--- src/rtl/imm_rotation_encoder.sv ---
// Iterative encoder for rotated-immediate operands: finds the smallest even
// right-rotate (2*rot) and imm8 with ROR(imm8, 2*rot) == value, one candidate per clock.
module imm_rotation_encoder (
  input  logic        clk,
  input  logic        rst,
  input  logic        start,
  input  logic [31:0] value,
  output logic        busy,
  output logic        done,
  output logic        valid,
  output logic [3:0]  rot,
  output logic [7:0]  imm8,
  output logic [11:0] encoded
);

  localparam logic [1:0] ST_IDLE   = 2'd0;
  localparam logic [1:0] ST_SEARCH = 2'd1;
  localparam logic [1:0] ST_DONE   = 2'd2;

  // The upper half of {v,v} << sh is a left rotate without ever shifting by 32.
  function automatic logic [31:0] rol32(input logic [31:0] v, input logic [4:0] sh);
    logic [63:0] w;
    w = {v, v} << sh;
    return w[63:32];
  endfunction

  logic [1:0]  state_r, state_s;
  logic [3:0]  r_r, r_s;
  logic [31:0] v_q_r, v_q_s;
  logic        busy_r, busy_s;
  logic        done_r, done_s;
  logic        valid_r, valid_s;
  logic [3:0]  rot_r, rot_s;
  logic [7:0]  imm8_r, imm8_s;
  logic [31:0] cand_s;
  logic        hit_s;

  assign cand_s = rol32(v_q_r, {r_r, 1'b0});
  assign hit_s  = (cand_s[31:8] == 24'd0);

  // Next-state and next-result computation for the search FSM.
  always_comb begin
    state_s = state_r;
    r_s     = r_r;
    v_q_s   = v_q_r;
    busy_s  = busy_r;
    done_s  = 1'b0;
    valid_s = valid_r;
    rot_s   = rot_r;
    imm8_s  = imm8_r;
    case (state_r)
      ST_IDLE: begin
        if (start) begin
          state_s = ST_SEARCH;
          r_s     = 4'd0;
          v_q_s   = value;
          busy_s  = 1'b1;
          valid_s = 1'b0;
          rot_s   = 4'd0;
          imm8_s  = 8'd0;
        end else begin
          state_s = ST_IDLE;
        end
      end
      ST_SEARCH: begin
        if (hit_s) begin
          state_s = ST_DONE;
          done_s  = 1'b1;
          valid_s = 1'b1;
          rot_s   = r_r;
          imm8_s  = cand_s[7:0];
        end else if (r_r == 4'd15) begin
          state_s = ST_DONE;
          done_s  = 1'b1;
          valid_s = 1'b0;
          rot_s   = 4'd0;
          imm8_s  = 8'd0;
        end else begin
          r_s = r_r + 4'd1;
        end
      end
      ST_DONE: begin
        state_s = ST_IDLE;
        busy_s  = 1'b0;
      end
      default: begin
        state_s = ST_IDLE;
        busy_s  = 1'b0;
      end
    endcase
  end

  // State and result registers; every output comes straight from a flop.
  always_ff @(posedge clk or posedge rst) begin
    if (rst) begin
      state_r <= ST_IDLE;
      r_r     <= 4'd0;
      v_q_r   <= 32'd0;
      busy_r  <= 1'b0;
      done_r  <= 1'b0;
      valid_r <= 1'b0;
      rot_r   <= 4'd0;
      imm8_r  <= 8'd0;
    end else begin
      state_r <= state_s;
      r_r     <= r_s;
      v_q_r   <= v_q_s;
      busy_r  <= busy_s;
      done_r  <= done_s;
      valid_r <= valid_s;
      rot_r   <= rot_s;
      imm8_r  <= imm8_s;
    end
  end

  assign busy    = busy_r;
  assign done    = done_r;
  assign valid   = valid_r;
  assign rot     = rot_r;
  assign imm8    = imm8_r;
  assign encoded = {rot_r, imm8_r};

endmodule

--- config.mk ---
export PLATFORM = sky130hd
export DESIGN_NAME = imm_rotation_encoder
export DESIGN_NICKNAME = d
export VERILOG_FILES = /design/src/rtl/imm_rotation_encoder.sv
export SDC_FILE = /design/constraint.sdc
export NUM_CORES = 1
export LEC_CHECK = 0
export BUFFER_PORTS_ARGS = -buffer_cell sky130_fd_sc_hd__buf_2
export CAP_MARGIN = 20
export CORE_MARGIN = 2
export CORE_UTILIZATION = 30
export CTS_BUF_LIST = sky130_fd_sc_hd__clkbuf_8
export CTS_CLUSTER_SIZE = 8
export DETAILED_ROUTE_END_ITERATION = 12
export SETUP_SLACK_MARGIN = 0.3
export SYNTH_ARGS = -nofsm -noshare
export SYNTH_HDL_FRONTEND = slang
export SYNTH_SLANG_ARGS = --single-unit
export TNS_END_PERCENT = 5
--- constraint.sdc ---
create_clock -name clk -period 3.1 [get_ports clk]
set_clock_uncertainty 0.05 [all_clocks]
set_input_delay 0.93 -clock clk [delete_from_list [all_inputs] [get_ports clk]]
set_output_delay 0.93 -clock clk [all_outputs]
set_load 0.01 [all_outputs]
[Word level (Yosys, flattened, before mapping)]
Cells that the tools add are included.
Word-level totals
  ROM bits: 0
  output and inout bits: 27
  latch bits: 0
  register bits after elaboration: 53
  input port bits: 35
  memories: 0
  bits in writable memories: 0
Cells by class
  div/mod/pow operators: 0
  multiplexer cells: 24
  magnitude comparators: 0
  add/sub/neg operators: 1
  reduce and logical (&&, ||, !) cells: 7
  multipliers: 0
  equality and inequality tests: 6
  bitwise logic cells: 1
  shift-type cells: 1
Operators with widths (number)
  $shl 64x5->64: 1
  $logic_not 24->1: 1
  $mux 8: 3
  $mux 4: 5
  $pmux 4 s2: 2
  $pmux 8 s2: 1
  $mux 1: 8
  $ne 2x2->1 const B: 3
  $add 4x1->4 const B: 1
  $eq 4x4->1 const B: 1
  $mux 2: 2
  $pmux 1 s2: 2
  $pmux 2 s2: 1
  $reduce_and 2->1: 2
  $reduce_and 4->1: 1
  $ne 3x3->1 const B: 1
  $reduce_and 3->1: 1
  $eq 2x1->1 const B: 1
  $logic_not 2->1: 1
  $reduce_bool 2->1: 1
  $not 1->1: 1

[Longest topological paths before layout]
Gate-level depths: netlist of the first run.
  word-level depth: 4
  depth in mapped cells: 10
  gate-level depth less buffers: 7

[Worst setup path after synthesis of the first run]
Ideal clock, no wire load.
  path kind: flip-flop to flip-flop
  start: reg v_q_r[10]
  end: reg rot_r[0], in the netlist rot[0]
  data arrival time: 2.556 ns
  path slack: 0.376 ns
  stages on the path, launching flop included: 10
  period minus slack after synthesis: 2.724 ns
  path through: dfrtp_1 -> clkbuf_2 -> or2_2 -> mux4_2 -> a2111oi_2 -> o21ai_1 -> a211oi_4 -> o22ai_2 -> buf_6 -> a2bb2o_4
On the way
  cells in the longest elaborated chain, start to end: 4
Ends and longest elaborated chain
  start, declared: line 29  | logic [31:0] v_q_r, v_q_s;
  start signal, assigned: line 107  | v_q_r <= v_q_s;
  $shl 64x5->64 (*): line 23  | w = {v, v} << sh;
  $logic_not 24->1 (*): line 39  | assign hit_s = (cand_s[31:8] == 24'd0);
  $ne 3x3->1 (no source line) / $mux 4 (equally long branches)
  $reduce_and 3->1 (no source line) / $pmux 4 s2 (equally long branches)
  end signal, assigned: line 111  | rot_r <= rot_s;
  end, declared: line 33  | logic [3:0] rot_r, rot_s;
Every way passes the cells marked *; elsewhere a longest branch is shown, timed or not.
A chain may end at the register's enable or synchronous reset.

[Final worst setup path of the first run]
  start: reg r_r[1]
  end: reg imm8_r[0], in the netlist imm8[0]
On the way
  cells in the longest elaborated chain, start to end: 4
Ends and longest elaborated chain
  start, declared: line 28  | logic [3:0] r_r, r_s;
  start signal, assigned: line 106  | r_r <= r_s;
  $shl 64x5->64: line 23
  $logic_not 24->1: line 39
  $ne 3x3->1 (no source line) / $mux 8 (equally long branches)
  $reduce_and 3->1 (no source line) / $pmux 8 s2 (equally long branches)
  end signal, assigned: line 112  | imm8_r <= imm8_s;
  end, declared: line 34  | logic [7:0] imm8_r, imm8_s;
Several ways; a longest one is shown, not always the timed one.

==> metrics.md, run 1 <==
| Metric | Value |
|---|---|
| Clk sink count | `53` |
| Async set-reset flop share out of synthesis | `100.0%` |
| Worst VDD drop | `about 0.34 mV` |
| Clock tree root driver cell | `clkbuf_8` |
| CTS tree | `done` |
| Fin Hold WS | `469.7 ps` |
| Crit-path cells | `buf_12, buf_12, or4b_1, o311a_1, a211oi_2, nand4_1, a211oi_4, buf_6, o22ai_4, buf_6, o2bb2ai_1` |
| Dpl ws | `between 60 and 70 ps` |
| Vias in the first global route | `roughly 3800` |
| Syn nets | `just under 500` |
| Cts hold-fix bufs | `0` |
| Worst hold path type | `register to register` |
| Fmax | `about 350 MHz` |
| Final GP Congestion | `between 0.9 and 1` |
| Worst path top cell family by delay | `compound AO/OA/AOI/OAI gates` |
| Worst slew pin tran | `between 700 and 800 ps` |
| Power Total | `5.508 mW` |
| Reg clk slew, reported paths | `between 100 and 150 ps` |
| Initial Utilization | `between 30% and 40%` |
| 1st-iter DRT viols | `between 200 and 250` |
| Leakage | `between 2 and 2.5 nW` |
| Avg Inst Size Synth | `just over 9 um^2` |
| Htree depth | `2` |
| Final setup viols | `0` |
| Clk_lat worst skew | `~340 ps` |
| Crit-path slowest cell | `dfrtp_4` |
| First-pass GRT wire length | `approximately 21000 um` |
| Initial antenna violation count | `0` |
| Buffers plus inverters on the worst setup path | `4` |
| Number of I/O pins | `between 60 and 70` |
| Nets | `approximately 560` |
| Detail-routed via count per cell | `~5.3` |
| Drt wl/cell | `about 18 um` |
| Antenna violation net count after detailed routing | `0` |
| Relative slew margins | `roughly 52%` |
| Total gr overflow | `0` |
| Worst Setup Start Kind | `register` |
| Kind of end point of the critical path | `register` |
| Number of enable flip-flop cells after synthesis | `0` |
| Period utilisation layout | `between 90 and 100%` |
| Chip height | `about 120 um` |
| Status | `finished clean` |
| Drt pass-1 iters | `4` |
| Full die area | `14560 um^2` |
| Placed instance area | `4700 um^2` |
| Arrival time worst endpoint | `a little over 3000 ps` |
| Max-cap violations | `0` |
| Share of post-route cells with drive strength above 1 | `34.72%` |
| Final WS setup | `231.2 ps` |
| Critical Path RT | `3270 ps` |
| Mapped Cells | `between 400 and 500` |
| Netlist cell types | `60` |
| RSZ-0062 raised after global routing | `yes` |
| Critical path type | `register to register` |
| Register area share after synthesis | `roughly 32%` |
| Largest net degree at the start of global routing | `37` |
| Yosys warns | `0` |
| Hold Violations, Final | `0` |
| Power Density | `between 1000 and 1500 nW/um^2` |
| Port buffer count | `between 60 and 70` |
| Crit path time final | `2869 ps` |
| Rows | `between 40 and 50` |
| #FFs+latches synth | `between 50 and 60` |
| WL final | `12880 um` |
| Die W | `roughly 120 um` |
| Post-Layout Inst Area | `about 5000 um^2` |
| DRC viols | `0` |
| Final-report max-slew violation count | `0` |
| CP max FO | `10` |
| Dominant synthesized flop cell | `dfrtp_1` |
| Ant diodes | `0` |
| Final HPWL DP | `around 9400 um` |
| Num CTS Buffers | `5` |
| Max Buffers Root-to-Sink | `2` |
| Gr usage total | `between 10% and 20%` |
| TNS Setup | `0 ps` |
| Core ar. | `between 10000 and 15000 um^2` |
| Post-Syn Area | `approximately 4000 um^2` |
| Area Growth Syn to Fin | `22.49%` |
| Largest stage delay on the critical path | `~500 ps` |
| Via count | `between 3000 and 4000` |
==> synth_stat cells, types with 3 or more instances <==
cell type,count,area (um^2)
nor2_1,21,78.83
nor2b_1,5,31.28
nor3_1,18,90.09
mux2i_1,15,150.1
buf_4,14,105.1
a211oi_1,8,60.06
mux4_2,12,270.3
nor4_1,5,31.28
nor4b_1,6,52.55
a21oi_1,12,60.06
o2bb2ai_1,6,52.55
o211ai_1,3,22.52
buf_2,8,40.04
inv_1,5,18.77
buf_1,6,22.52
mux4_1,11,289.0
nand2_1,123,461.7
o21ai_0,21,105.1
o21a_1,3,22.52
buf_6,3,33.78
clkbuf_1,18,67.56
o311a_1,3,30.03
dfrtp_1,53,1326
or2_2,4,25.02
nor3b_1,10,75.07
mux2_2,8,90.09
clkbuf_8,4,55.05
==> worst paths after layout <==
path | from | endpoint | slack (ps) | cells after the start
setup / recovery | r_r[1] | imm8[0] | 230 | 11
hold / removal | imm8[7] | imm8[7] | 470 | 1
setup reg to reg | r_r[1] | imm8[0] | 230 | 11
hold reg to reg | imm8[7] | imm8[7] | 470 | 1
max in group asynchronous | rst | v_q_r[30] | 1640 | 3
min in group asynchronous | rst | v_q_r[16] | 590 | 2
==> area by class of cell <==
type / instances / area (um^2)
sequential: 53 / 1331
inverter: 6 / 26.28
fill: 1391 / 8240
clock inverter: 2 / 16.27
tap: 176 / 220.2
clock buffer: 6 / 82.58
multi-input combinational: 338 / 2499
timing repair buffer: 122 / 827.0
==> layer usage <==
| layer | vias up | wire, um | track usage [%] |
|---|---|---|---|
| li1 | 1765 | - | - |
| met1 | 1831 | 5942 | 26.36 |
| met2 | 107 | 6033 | 29.59 |
| met3 | 18 | 659 | 3.585 |
| met4 | 0 | 246 | 5.233 |
| met5 | - | 0 | 0 |
==> worst register-to-register path, stage by stage, from the launching register on <==
cell       delay, ps
dfrtp_4          500
buf_12           150
buf_12           140
or4b_1           500
o311a_1          150
a211oi_2         220
nand4_1          200
a211oi_4         310
buf_6            160
o22ai_4          100
buf_6            160
o2bb2ai_1        110
==> power by group <==
group          switching (mW)  total [mW]  internal (mW)
Combinational            1.88        3.70           1.82
Sequential              0.438        1.37          0.929
Clock                   0.259       0.444          0.185
==> placed cells by master (no fill, tap or decap), drive strengths merged, types with 3 or more instances in the layout <==
| cell | netlist | routed |
|---|---|---|
| nand2 | 123 | 123 |
| buf | 31 | 121 |
| dfrtp | 53 | 53 |
| mux4 | 23 | 23 |
| o21ai | 22 | 22 |
| nor2 | 21 | 21 |
| nor3 | 18 | 18 |
| mux2i | 15 | 15 |
| a21oi | 12 | 12 |
| nor3b | 10 | 10 |
| a211oi | 9 | 9 |
| mux2 | 8 | 8 |
| nor4b | 7 | 7 |
| o2bb2ai | 6 | 6 |
| clkbuf | 24 | 6 |
| inv | 6 | 6 |
| nor2b | 5 | 5 |
| nor4 | 5 | 5 |
| or2 | 4 | 4 |
| o22ai | 3 | 4 |
| a2bb2o | 4 | 4 |
| o211ai | 3 | 3 |
| o311a | 3 | 3 |
| o21a | 3 | 3 |
| a2111oi | 3 | 3 |
==> through the flow <==
stage,utilization [%],instances
2_1_floorplan,-,451
3_3_place_gp,35.49,686
3_5_place_dp,35.49,686
4_1_cts,37.62,703
5_1_grt,37.77,703
6_report,37.77,703
==> registers in the layout (all words and copies together) (netlist names) <==
name     cells
busy         1
done         1
imm8         8
r_r          4
rot          4
state_r      2
v_q_r       32
valid        1
==> logic make-up (layout without fill, tap and decap cells) <==
| kind of cell | after synthesis | in the layout | share of synthesized area (%) |
|---|---|---|---|
| DFF | 53 | 53 | 32.48 |
| muxes | 46 | 46 | 19.58 |
| buffers and inverters | 61 | 136 | 8.731 |
| AOI/OAI and AO/OA | 81 | 82 | 14.92 |
| adders and majority gates | 1 | 1 | 0.3063 |
| and+or+nand+nor | 209 | 209 | 23.99 |
==> what timing repair did <==
item,4_1_cts,5_1_grt
hold endpoints to repair,0,0
gates resized for setup,25,4
setup endpoints to repair,19,20
cloned,2,0
pin swaps,10,1
buffers inserted,7,0
Power figures use the tool's default switching activity.
==> run 2, diff against run 1 <==
--- a/config.mk
+++ b/config.mk
@@ -5,7 +5,8 @@
 export SDC_FILE = /design/constraint.sdc
 export NUM_CORES = 1
 export LEC_CHECK = 0
-export BUFFER_PORTS_ARGS = -buffer_cell sky130_fd_sc_hd__buf_2
+export ABC_AREA = 1
+export BUFFER_PORTS_ARGS = -buffer_cell sky130_fd_sc_hd__buf_4
 export CAP_MARGIN = 20
 export CORE_MARGIN = 2
 export CORE_UTILIZATION = 30
==> metrics.md, run 2 <==
| Metric | Value |
|---|---|
| Reg clk slew, reported paths | `100 ps (was 110 ps)` |
| Die W | `111.8 um (was 120.7 um)` |
| Drt pass-1 iters | `5 (was 4)` |
| Leakage | `2.165 nW (was 2.323 nW)` |
| Cts hold-fix bufs | `0 (unchanged)` |
| Initial Utilization | `30.65% (was 30.84%)` |
| CP max FO | `32 (was 10)` |
| CTS tree | `done (unchanged)` |
| Share of post-route cells with drive strength above 1 | `22.67% (was 34.72%)` |
| Relative slew margins | `59.78% (was 52.46%)` |
| Leading cell types in the layout, fill and taps excluded | `218 x nand2_1, 91 x nand3_1, 66 x buf_4, 53 x dfrtp_1, 32 x mux2_2 (was 122 x nand2_1, 62 x buf_2, 51 x dfrtp_1, 49 x buf_4, 21 x nor2_1)` |
| Worst Setup Start Kind | `register (unchanged)` |
| Power Density | `1029 nW/um^2 (was 1101 nW/um^2)` |
| Register area share after synthesis | `38.06% (was 32.48%)` |
| Avg Inst Size Synth | `7.141 um^2 (was 9.055 um^2)` |
| Critical path type | `register to register (unchanged)` |
| Dominant synthesized flop cell | `dfrtp_1 (unchanged)` |
| Synth top cells by count | `218 x nand2_1, 91 x nand3_1, 53 x dfrtp_1 (was 123 x nand2_1, 53 x dfrtp_1, 21 x nor2_1, 21 x o21ai_0)` |
| Arrival time worst endpoint | `2510 ps (was 3040 ps)` |
| Rows | `39 (was 42)` |
| Status | `finished clean (unchanged)` |
| Netlist cell types | `23 (was 60)` |
| Yosys top cell area share | `38.06% (was 32.48%)` |
| Hold Violations, Final | `0 (unchanged)` |
| Area Growth Syn to Fin | `16.52% (was 22.49%)` |
| Max reg flops | `32 (unchanged)` |
| Num CTS Buffers | `5 (unchanged)` |
| #FFs+latches synth | `53 (unchanged)` |
| Via count | `3247 (was 3721)` |
| Detail-routed via count per cell | `4.861 (was 5.293)` |
| Final HPWL DP | `6753 um (was 9405 um)` |
| Kind of end point of the critical path | `register (unchanged)` |
| Full die area | `12490 um^2 (was 14560 um^2)` |
| WL final | `8801 um (was 12880 um)` |
| Fmax | `424.0 MHz (was 348.6 MHz)` |
| Most common cell in the netlist | `nand2_1 (unchanged)` |
| Port buffer count | `61 (unchanged)` |
| Reg with most FFs | `v_q_r (unchanged)` |
| # Post-CTS Setup Buffers | `0 (was 7)` |
| Final WS setup | `741.7 ps (was 231.2 ps)` |
| Cell taking the most area after synthesis | `dfrtp_1 (unchanged)` |
| Number of I/O pins | `62 (unchanged)` |
| Initial antenna violation count | `0 (unchanged)` |
| Ant diodes | `0 (unchanged)` |
| Period utilisation layout | `76.07% (was 92.54%)` |
| Post-Syn Area | `3485 um^2 (was 4084 um^2)` |
| Htree depth | `2 (unchanged)` |
| Clk sink count | `53 (unchanged)` |
| Clock tree root driver cell | `clkbuf_8 (unchanged)` |
| Dpl ws | `777.8 ps (was 69.99 ps)` |
| Final-report max-slew violation count | `0 (unchanged)` |
| Chip height | `111.8 um (was 120.7 um)` |
| Worst hold path type | `register to register (unchanged)` |
| Drt wl/cell | `13.18 um (was 18.32 um)` |
| Final GP Congestion | `0.8643 (was 0.9355)` |
| Final setup viols | `0 (unchanged)` |
| TNS Setup | `0 ps (unchanged)` |
| Syn nets | `524 (was 487)` |
| RSZ-0062 raised after global routing | `no (was yes)` |
| Crit path time final | `2358 ps (was 2869 ps)` |
| Max-cap violations | `0 (unchanged)` |
| Vias in the first global route | `3135 (was 3842)` |
| Largest net degree at the start of global routing | `37 (unchanged)` |
| Antenna violation net count after detailed routing | `0 (unchanged)` |
| CTS resizes | `0 (was 25)` |
| Worst slew pin tran | `602.4 ps (was 711.6 ps)` |
| Most common cell after layout, fill and taps aside | `nand2_1 (unchanged)` |
| Core ar. | `11370 um^2 (was 13240 um^2)` |
| Synth area leaders | `dfrtp_1 38%, nand2_1 23%, nand3_1 13% (was dfrtp_1 32%, nand2_1 11%, mux4_1 7.1%)` |
| Max Buffers Root-to-Sink | `2 (unchanged)` |
| Total gr overflow | `0 (unchanged)` |
| DRC viols | `0 (unchanged)` |
| Critical Path RT | `3250 ps (was 3270 ps)` |
| Gr usage total | `14.64% (was 18.79%)` |
| Yosys warns | `0 (unchanged)` |
| Async set-reset flop share out of synthesis | `100.0% (unchanged)` |
| Nets | `560 (was 562)` |
| 1st-iter DRT viols | `210 (was 235)` |
| Worst VDD drop | `0.3359 mV (was 0.3368 mV)` |
| Clk_lat worst skew | `310 ps (was 340 ps)` |
| Number of enable flip-flop cells after synthesis | `0 (unchanged)` |
| Mapped Cells | `488 (was 451)` |
| First-pass GRT wire length | `15210 um (was 21310 um)` |
==> run 2: logic make-up (layout without fill, tap and decap cells) <==
kind of cell | Yosys count | count (layout) | share of synthesized area [%]
AND/OR/NAND/NOR | 331 | 331 | 39.93
multiplexers | 32 | 32 | 10.34
flip-flops | 53 | 53 | 38.06
AO/OA/AOI/OAI | 15 | 15 | 2.226
adder cells (fa/ha/maj) | 1 | 1 | 0.3590
buffers and inverters | 56 | 93 | 9.085
==> run 2: power breakdown <==
part           switching [mW]  internal (mW)
Clock                   0.236          0.240
Sequential              0.218          0.944
Combinational            1.63          0.907
Total                    2.09           2.09
==> run 2: path summary, 6_finish.rpt <==
kind / from / endpoint / slack [ps] / depth (start not counted)
hold reg to reg: valid / valid / 450 / 2
setup / recovery: r_r[0] / r_r[3] / 740 / 16
setup reg to reg: r_r[0] / r_r[3] / 740 / 16
min in group asynchronous: rst / v_q_r[20] / 640 / 2
max in group asynchronous: rst / v_q_r[19] / 1820 / 3
hold / removal: valid / valid / 450 / 2
==> run 2: per-stage QoR <==
| step | instance area, um^2 | hold slack [ps] | cells | total power, mW | utilization, % |
|---|---|---|---|---|---|
| 3_5_place_dp | 3949 | 438.5 | 660 | 3.710 | 34.73 |
| 6_report | 4060 | 452.7 | 668 | 4.176 | 35.71 |
| 3_3_place_gp | 3949 | 424.6 | 660 | 3.683 | 34.73 |
| 2_1_floorplan | 3485 | 452.3 | 488 | 3.162 | - |
| 4_1_cts | 4060 | 463.4 | 668 | 4.199 | 35.71 |
| 5_1_grt | 4060 | 475.9 | 668 | 4.647 | 35.71 |
==> run 2: final cells by class <==
cell class	count	area [um^2]
Clock buffer	5	68.82
Clock inverter	3	42.54
Fill cell	1219	7310
Inverter	17	66.31
Multi-Input combinational cell	379	1842
Sequential cell	53	1326
Tap cell	143	178.9
Timing Repair Buffer	68	535.5
==> run 2: worst max-delay path: stages, from the launching register on <==
cell,delay (ps)
dfrtp_1,370
buf_4,250
inv_4,170
nand2_1,130
nand3_1,90
nand2_1,130
nand2_1,60
nor2_1,120
nand2_1,80
nand2_1,70
inv_2,30
nor2_2,100
nand3_2,140
nand3_4,140
nand2_1,130
nand2_1,110
nand2_1,50
==> run 2: routing by layer <==
layer	up-vias	GRT usage [%]	part of all wire, %
li1	1640	-	-
met1	1510	21.08	48
met2	91	23.11	45
met3	6	2.395	5.7
met4	0	3.374	0.81
met5	-	0	0
==> run 3, diff against run 2 <==
--- a/config.mk
+++ b/config.mk
@@ -5,7 +5,7 @@
 export SDC_FILE = /design/constraint.sdc
 export NUM_CORES = 1
 export LEC_CHECK = 0
-export ABC_AREA = 1
+export ABC_AREA = 0
 export BUFFER_PORTS_ARGS = -buffer_cell sky130_fd_sc_hd__buf_4
 export CAP_MARGIN = 20
 export CORE_MARGIN = 2
==> constraint.sdc (replaced) <==
create_clock -name clk -period 2.05 [get_ports clk]
set_clock_uncertainty 0.05 [all_clocks]
set_input_delay 0.615 -clock clk [delete_from_list [all_inputs] [get_ports clk]]
set_output_delay 0.615 -clock clk [all_outputs]
set_load 0.01 [all_outputs]
==> metrics.md, run 3 (synthesized netlist as in run 1, its figures left out) <==
| Metric | Value |
|---|---|
| Die W | `120.7 um (was 111.8 um)` |
| Crit path time final | `2890 ps (was 2358 ps)` |
| Cts hold-fix bufs | `0 (unchanged)` |
| Rows | `42 (was 39)` |
| Initial antenna violation count | `0 (unchanged)` |
| Final WS setup | `-839.5 ps (was 741.7 ps)` |
| Clock tree root driver cell | `clkbuf_8 (unchanged)` |
| Arrival time worst endpoint | `3040 ps (was 2510 ps)` |
| Core ar. | `13240 um^2 (was 11370 um^2)` |
| Area Growth Syn to Fin | `38.05% (was 16.52%)` |
| Port buffer count | `61 (unchanged)` |
| Largest stage delay on the critical path | `520 ps (was 370 ps)` |
| Status | `finished with violations (was finished clean)` |
| R2R depth | `11 (was 16)` |
| Detail-routed via count per cell | `5.209 (was 4.861)` |
| Fin Hold WS | `254.9 ps (was 452.7 ps)` |
| Critical Path RT | `2200 ps (was 3250 ps)` |
| Num CTS Buffers | `5 (unchanged)` |
| Multi-input logic area | `2496 um^2 (was 1842 um^2)` |
| Kind of end point of the critical path | `register (unchanged)` |
| Full die area | `14560 um^2 (was 12490 um^2)` |
| Hold Violations, Final | `0 (unchanged)` |
| Htree depth | `2 (unchanged)` |
| Leakage | `2.659 nW (was 2.165 nW)` |
| Largest net degree at the start of global routing | `54 (was 37)` |
| Fill count | `1310 (was 1219)` |
| WL final | `13290 um (was 8801 um)` |
| Final-report max-slew violation count | `0 (unchanged)` |
| Total gr overflow | `0 (unchanged)` |
| Power Density | `1669 nW/um^2 (was 1029 nW/um^2)` |
| Worst hold path type | `primary input to async pin (was register to register)` |
| Via count | `3985 (was 3247)` |
| Antenna violation net count after detailed routing | `0 (unchanged)` |
| Period utilisation layout | `141.0% (was 76.07%)` |
| Crit path from | `r_r[0] (unchanged)` |
| Share of post-route cells with drive strength above 1 | `42.78% (was 22.67%)` |
| CTS tree | `done (unchanged)` |
| Drt pass-1 iters | `4 (was 5)` |
| CP Capture Point | `r_r[3] (unchanged)` |
| Failing checks | `negative setup slack` |
| Placed instance area | `5356 um^2 (was 3949 um^2)` |
| Gr usage total | `18.86% (was 14.64%)` |
| Worst path top cell family by delay | `multiplexers (was simple AND/OR/NAND/NOR gates)` |
| Dpl ws | `-1013 ps (was 777.8 ps)` |
| Vias in the first global route | `3935 (was 3135)` |
| Final HPWL DP | `10380 um (was 6753 um)` |
| Post-Layout Inst Area | `5638 um^2 (was 4060 um^2)` |
| Clk sink count | `53 (unchanged)` |
| Max Buffers Root-to-Sink | `2 (unchanged)` |
| Worst slew pin tran | `675.2 ps (was 602.4 ps)` |
| Leading cell types in the layout, fill and taps excluded | `174 x buf_4, 122 x nand2_1, 51 x dfrtp_1, 21 x o21ai_0, 20 x nor2_1 (was 218 x nand2_1, 91 x nand3_1, 66 x buf_4, 53 x dfrtp_1, 32 x mux2_2)` |
| RSZ-0062 raised after global routing | `yes (was no)` |
| Relative slew margins | `54.90% (was 59.78%)` |
| 1st-iter DRT viols | `291 (was 210)` |
| First-pass GRT wire length | `21250 um (was 15210 um)` |
| Nets | `624 (was 560)` |
| Worst Setup Start Kind | `register (unchanged)` |
| Reg with most FFs | `v_q_r (unchanged)` |
| Most common cell after layout, fill and taps aside | `buf_4 (was nand2_1)` |
| Fmax | `346.1 MHz (was 424.0 MHz)` |
| Crit-path cells | `buf_4, buf_4, mux4_2, mux2_4, nor3_1, o21ai_2, a211oi_4, buf_6, buf_6, o21a_1, o32ai_2 (was buf_4, inv_4, nand2_1, nand3_1, nand2_1, nand2_1, nor2_1, nand2_1, nand2_1, inv_2, nor2_2, nand3_2, nand3_4, nand2_1, nand2_1, nand2_1)` |
| Clk_lat worst skew | `340 ps (was 310 ps)` |
| Power Total | `9.409 mW (was 4.176 mW)` |
| Max-cap violations | `0 (unchanged)` |
| CP max FO | `7 (was 32)` |
| Critical path type | `register to register (unchanged)` |
| Final setup viols | `20 (was 0)` |
| Number of I/O pins | `62 (unchanged)` |
| R2r startpoint | `r_r[0] (unchanged)` |
| R2R Setup Slk | `-840 ps (was 740 ps)` |
| Crit path depth | `11 (was 16)` |
| DRC viols | `0 (unchanged)` |
| Drt wl/cell | `17.37 um (was 13.18 um)` |
| Chip height | `120.7 um (was 111.8 um)` |
| Initial Utilization | `30.84% (was 30.65%)` |
| Reg clk slew, reported paths | `110 ps (was 100 ps)` |
| Worst VDD drop | `0.5548 mV (was 0.3359 mV)` |
| Max reg flops | `32 (unchanged)` |
| Buffers plus inverters on the worst setup path | `4 (was 3)` |
| Worst R2R End | `r_r[3] (unchanged)` |
| Ant diodes | `0 (unchanged)` |
| Crit-path slowest cell | `mux4_2 (was dfrtp_1)` |
| Final GP Congestion | `0.9862 (was 0.8643)` |
| Storage cell area | `1329 um^2 (was 1326 um^2)` |
run 3: changes by cell type in the layout (fill, tap and decap cells not counted), sizes merged, moves of 13 or more:
cell   change
buf      +117
mux2      -24
mux2i     +15
mux4      +23
nand2     -96
nand3     -91
nor3      +17
o21ai     +13
run 3: where the power goes:
group,internal (mW),switching (mW),leakage (nW)
Clock,0.256,0.415,0.0511
Combinational,3.55,3.35,1.93
Sequential,1.41,0.427,0.674
Total,5.21,4.19,2.66
run 3: repair_timing:
item	CTS	global route
pin swaps	2	9
gates resized for setup	12	16
setup buffers	2	2
endpoints found under the setup margin	20	20
run 3: worst min path at each step:
stage / end / slack, ps / cells past startpoint
CTS: done / 260 / 3
finish: valid / 250 / 3
floorplan: busy / 420 / 1
global route: state_r[1] / 270 / 3
detailed placement: v_q_r[13] / 450 / 2
global placement: v_q_r[13] / 430 / 2
run 3: layout make-up:
type                            instances  area share, %
Multi-Input combinational cell        337          44.27
Sequential cell                        53          23.57
Inverter                                6         0.4439
Clock buffer                            5          1.221
Timing Repair Buffer                  185          25.99
Tap cell                              176          3.906
Clock inverter                          3         0.5992
run 3: worst min-delay path, delay by kind of cell:
kind | cells | cell delay (ps)
buf+inv | 3 | 420
run 3: layer usage:
| metal | vias up | global-route usage, % | wire length, um |
|---|---|---|---|
| met5 | - | 0 | 0 |
| met4 | 0 | 7.922 | 452 |
| met1 | 1917 | 25.89 | 6092 |
| li1 | 1884 | - | - |
| met3 | 32 | 3.349 | 735 |
| met2 | 152 | 29.27 | 6010 |
run 3: metrics by stage:
stage | util [%] | instances | setup TNS [ps]
global placement | 40.45 | 753 | -14850
floorplan | - | 451 | -10260
finish | 42.57 | 765 | -15430
global route | 42.57 | 765 | -17160
detailed placement | 40.45 | 753 | -17400
CTS | 41.98 | 763 | -14740
